==> src/rtl/sll_seq.sv <==
// Sequential logical shift-left: B << n, one bit per clock after a start strobe.
// Optional build macro SLL_SEQ_VAR_EN adds S/var_sel to source the amount from a register.
module sll_seq (
  input  logic        clk,
  input  logic        rst,
  input  logic        start,
  input  logic [31:0] A,
  input  logic [31:0] B,
`ifdef SLL_SEQ_VAR_EN
  input  logic [31:0] S,
  input  logic        var_sel,
`endif
  output logic [31:0] res,
  output logic        busy,
  output logic        done
);

  typedef enum logic [1:0] {
    IDLE  = 2'd0,
    SHIFT = 2'd1,
    DONE  = 2'd2
  } state_t;

  state_t      state_r;
  logic [31:0] data_r;
  logic [4:0]  cnt_r;
  logic        busy_r;
  logic        done_r;
  logic [4:0]  n_s;

`ifdef SLL_SEQ_VAR_EN
  wire unused_ok_s = ^{A[31:11], A[5:0], S[31:5]};
`else
  wire unused_ok_s = ^{A[31:11], A[5:0]};
`endif

  // Shift amount selection; only the low five bits of either source matter.
  always_comb begin
    n_s = A[10:6];
`ifdef SLL_SEQ_VAR_EN
    if (var_sel) begin
      n_s = S[4:0];
    end else begin
      n_s = A[10:6];
    end
`endif
  end

  // Control FSM and datapath; busy/done are registered alongside the state.
  always_ff @(posedge clk or posedge rst) begin
    if (rst) begin
      state_r <= IDLE;
      data_r  <= 32'd0;
      cnt_r   <= 5'd0;
      busy_r  <= 1'b0;
      done_r  <= 1'b0;
    end else begin
      case (state_r)
        IDLE, DONE: begin
          if (start) begin
            data_r  <= B;
            cnt_r   <= n_s;
            state_r <= SHIFT;
            busy_r  <= 1'b1;
            done_r  <= 1'b0;
          end else begin
            state_r <= IDLE;
            busy_r  <= 1'b0;
            done_r  <= 1'b0;
          end
        end
        SHIFT: begin
          // Start is deliberately ignored here; operands were captured at acceptance.
          if (cnt_r != 5'd0) begin
            data_r <= {data_r[30:0], 1'b0};
            cnt_r  <= cnt_r - 5'd1;
            busy_r <= 1'b1;
            done_r <= 1'b0;
          end else begin
            state_r <= DONE;
            busy_r  <= 1'b0;
            done_r  <= 1'b1;
          end
        end
        default: begin
          state_r <= IDLE;
          busy_r  <= 1'b0;
          done_r  <= 1'b0;
        end
      endcase
    end
  end

  assign res  = data_r;
  assign busy = busy_r;
  assign done = done_r;

endmodule

==> config.mk <==
export PLATFORM = sky130hd
export DESIGN_NAME = sll_seq
export DESIGN_NICKNAME = d
export VERILOG_FILES = /design/src/rtl/sll_seq.sv
export SDC_FILE = /design/constraint.sdc
export NUM_CORES = 1
export LEC_CHECK = 0
export BUFFER_PORTS_ARGS = -buffer_cell sky130_fd_sc_hd__buf_2
export CAP_MARGIN = 0
export CORE_ASPECT_RATIO = 1.75
export CORE_MARGIN = 2
export CORE_UTILIZATION = 50
export CTS_BUF_LIST = sky130_fd_sc_hd__clkbuf_8 sky130_fd_sc_hd__clkbuf_16
export CTS_CLUSTER_DIAMETER = 50
export CTS_CLUSTER_SIZE = 25
export DETAILED_ROUTE_END_ITERATION = 12
export PLACE_DENSITY = 0.88
export RECOVER_POWER = 25
export SKIP_LAST_GASP = 1
export SLEW_MARGIN = 0
export SYNTH_ARGS = -nofsm -noshare
export SYNTH_HDL_FRONTEND = slang
export SYNTH_SLANG_ARGS = --single-unit
export TNS_END_PERCENT = 1
==> constraint.sdc <==
create_clock -name clk -period 3.61 [get_ports clk]
set_input_delay 0.5415 -clock clk [delete_from_list [all_inputs] [get_ports clk]]
set_output_delay 0.5415 -clock clk [all_outputs]
set_load 0.02 [all_outputs]
==> flow_summary_export.csv <==
group,metric,value,unit
final_layout,final_nets,292,
synth,synthSimpleGateAreaFrac,5.06,%
synth,synth_cell_types,30,
grt,overflow,0,
critical_path,critPathLaunchType,"register",
worst_hold_path,hold_class,"input port to asynchronous set/reset pin",
synth,synth_common_cells,"dfrtp_1 (41), mux2_2 (34), mux2_4 (28), inv_1 (5)",
sta,fin_skew,0.00366,ns
clock_network,ctsRootBufferMaster,"clkbuf_8",
drt,avgRoutedWirePerCell,15.3,um
sta,setup_viol,0,
floorplan,initial_utilization,51.9,%
floorplan,io_pins,101,
floorplan,core_area,4150,um2
final_layout,num-fill-cells,349,
sta,period_share,65.7,%
pwr,power.density,1090,nW/um2
clock_network,hold_buffers,0,
critical_path,rr_endpoint,"res[28]",
grt,grt_pass1_vias,1476,
synth,synthXorXnorAreaFrac,0.407,%
critical_path,critPathMaxFanout,33,
grt,grt_pass1_wl,6830,um
floorplan,fp.dieW,53.6,um
clock_network,cts_tree,"built",
pwr,power.total,2.84,mW
sta,grt_setup_unrepaired,"false",
pwr,peakVddDrop,0.000594,V
pwr,leakage,1.33,nW
clock_network,clk_pin_slew,0.07,ns
clock_network,worstSkewPairLatency,0.28,ns
synth,netlist.area_leader.share,47.7,%
clock_network,numCtsBuffers,5,
synth,syn_area,2150,um2
sta,tns,0,ns
synth,synth_top_family_by_area,"multiplexers",
drt,viasPerCell,5.30,
grt,antenna_found_initial,0,
synth,ys_ff_latch,41,
grt,grt_max_degree,34,
sta,whs,0.384,ns
synth,async_flop_share,100,%
synth,synth_fa_ha_area_share,0.581,%
synth,yosys_warnings,0,
final_layout,areaGrowthSynthToFinish,21.5,%
synth,synth_ff_type,"dfrtp_1",
drt,dr_total_vias,1451,
floorplan,rows,31,
critical_path,cp.required,3.78,ns
critical_path,r2r_start,"cnt_r[0]",
job,maxCapViolCount,0,
grt,grt_usage,18.9,%
clock_network,ctsResizeCount,0,
clock_network,post_cts_buffers,0,
synth,syn-num-nets,218,
sta,finalCriticalPeriod,2.37,ns
place,dp_hpwl,3210,um
floorplan,die_h,90.8,um
clock_network,clockBufferDepth,2,
final_layout,post_route_cells_drive_above_1_share,64.0,%
synth,synth_area_leaders,"dfrtp_1 (48%), mux2_4 (20%), mux2_2 (18%)",
drt,dr.pass1.iters,3,
synth,synthMuxAreaShare,38.7,%
sta,tightestPinTransition,1.07,ns
synth,syn_avg_cell_area,14.3,um2
synth,netlist_instances,150,
sta,slew_headroom,28.9,%
critical_path,arrival,2.54,ns
critical_path,rr_worst_depth,6,
place,place.gp.congestion,0.787,
critical_path,critPathKind,"register to register",
run_status,status,"finished clean",
clock_network,cts.sinks,41,
sta,fmaxAchievable,0.422,GHz
sta,hold_viol_final,0,
drt,drc,0,
drt,drt_first_iter_violations,4,
drt,drt_wl_total,4190,um
sta,slew_violations,0,
synth,yosysTopAreaCell,"dfrtp_1",
synth,yosysMostFrequentCell,"dfrtp_1",
synth,synth_compound_area_share,3.95,%
final_layout,antenna_cells,0,
place,io_buffers,73,
synth,synth_edf_count,0,
drt,final_antenna_net_count,0,
critical_path,crit_path_end_kind,"register",
floorplan,dieArea,4870,um2
clock_network,htreeDepth,2,
critical_path,rrSetupSlack,1.24,ns
synth,yosysSeqAreaShare,47.7,%
[where the power goes]
part           switching, mW  leakage [nW]  internal [mW]
sequential             0.184         0.489          0.700
clock                  0.137        0.0519          0.129
combinational          0.765         0.793          0.927
total                   1.09          1.33           1.76
[worst max-delay path: stages, from the launching register on]
cell and delay [ns]:
dfrtp_1 0.40, inv_1 0.08, ha_1 0.23, or4b_4 0.51
a21oi_4 0.21, inv_2 0.36, mux2_4 0.44
[state kept, by name, summed over array words and instances (netlist names)]
signal,cells
busy,1
cnt_r,5
done,1
res,32
state_r,2
[metal layers]
layer | track usage, % | share of wire, % | up-vias
met3 | 4.80 | 6.2 | 5
li1 | - | - | 686
met4 | 5.13 | 1.1 | 0
met1 | 22.3 | 39 | 699
met2 | 32.7 | 54 | 61
met5 | 0 | 0 | -
[through the flow]
| step | setup WS (ns) | area [um2] | cells | utilization (%) |
|---|---|---|---|---|
| CTS | 1.24 | 2620 | 274 | 63.2 |
| detailed placement | 1.25 | 2540 | 266 | 61.2 |
| global placement | 1.27 | 2540 | 266 | 61.2 |
| floorplan | 1.65 | 2150 | 150 | - |
| finish | 1.24 | 2610 | 274 | 63.0 |
| global route | 1.14 | 2610 | 274 | 63.0 |
[worst max-delay path by stage]
| stage | start | endpoint | slack, ns | depth (start not counted) |
|---|---|---|---|---|
| after floorplan | cnt_r[0] | res[10] | 1.65 | 7 |
| after global placement | start | res[19] | 1.27 | 5 |
| after detailed placement | cnt_r[0] | res[28] | 1.25 | 6 |
| after CTS | cnt_r[0] | res[28] | 1.24 | 6 |
| after global routing | cnt_r[0] | res[9] | 1.14 | 6 |
| final | cnt_r[0] | res[28] | 1.24 | 6 |
[kinds of logic after synthesis]
kind of cell               after synthesis
buffers and inverters                   14
DFF                                     41
and+or+nand+nor                         16
xor gates and xnor gates                 1
adders and majority gates                1
AOI/OAI and AO/OA                       12
muxes                                   65
[area by class of cell]
class                      count  area (um2)  area share (%)
clock buffer                   5        68.8            2.63
clock inverter                 3        11.3           0.431
inverter                       6        22.5           0.862
multi-input combinational     95        1050            40.1
sequential                    41        1030            39.3
tap                           49        61.3            2.35
timing repair buffer          75         375            14.4
[placed cells by master, fill, tap and decap left out, drive strengths merged, types with 2 or more instances in the layout]
| cell | n |
|---|---|
| a211oi | 2 |
| a21oi | 3 |
| and4b | 2 |
| buf | 73 |
| clkbuf | 7 |
| dfrtp | 41 |
| inv | 9 |
| mux2 | 62 |
| mux2i | 3 |
| nand2 | 2 |
| nand2b | 2 |
| nor2 | 2 |
| nor2b | 2 |
| o21ai | 3 |
| o22ai | 2 |
Note: power is estimated with default switching activity, not from simulation.
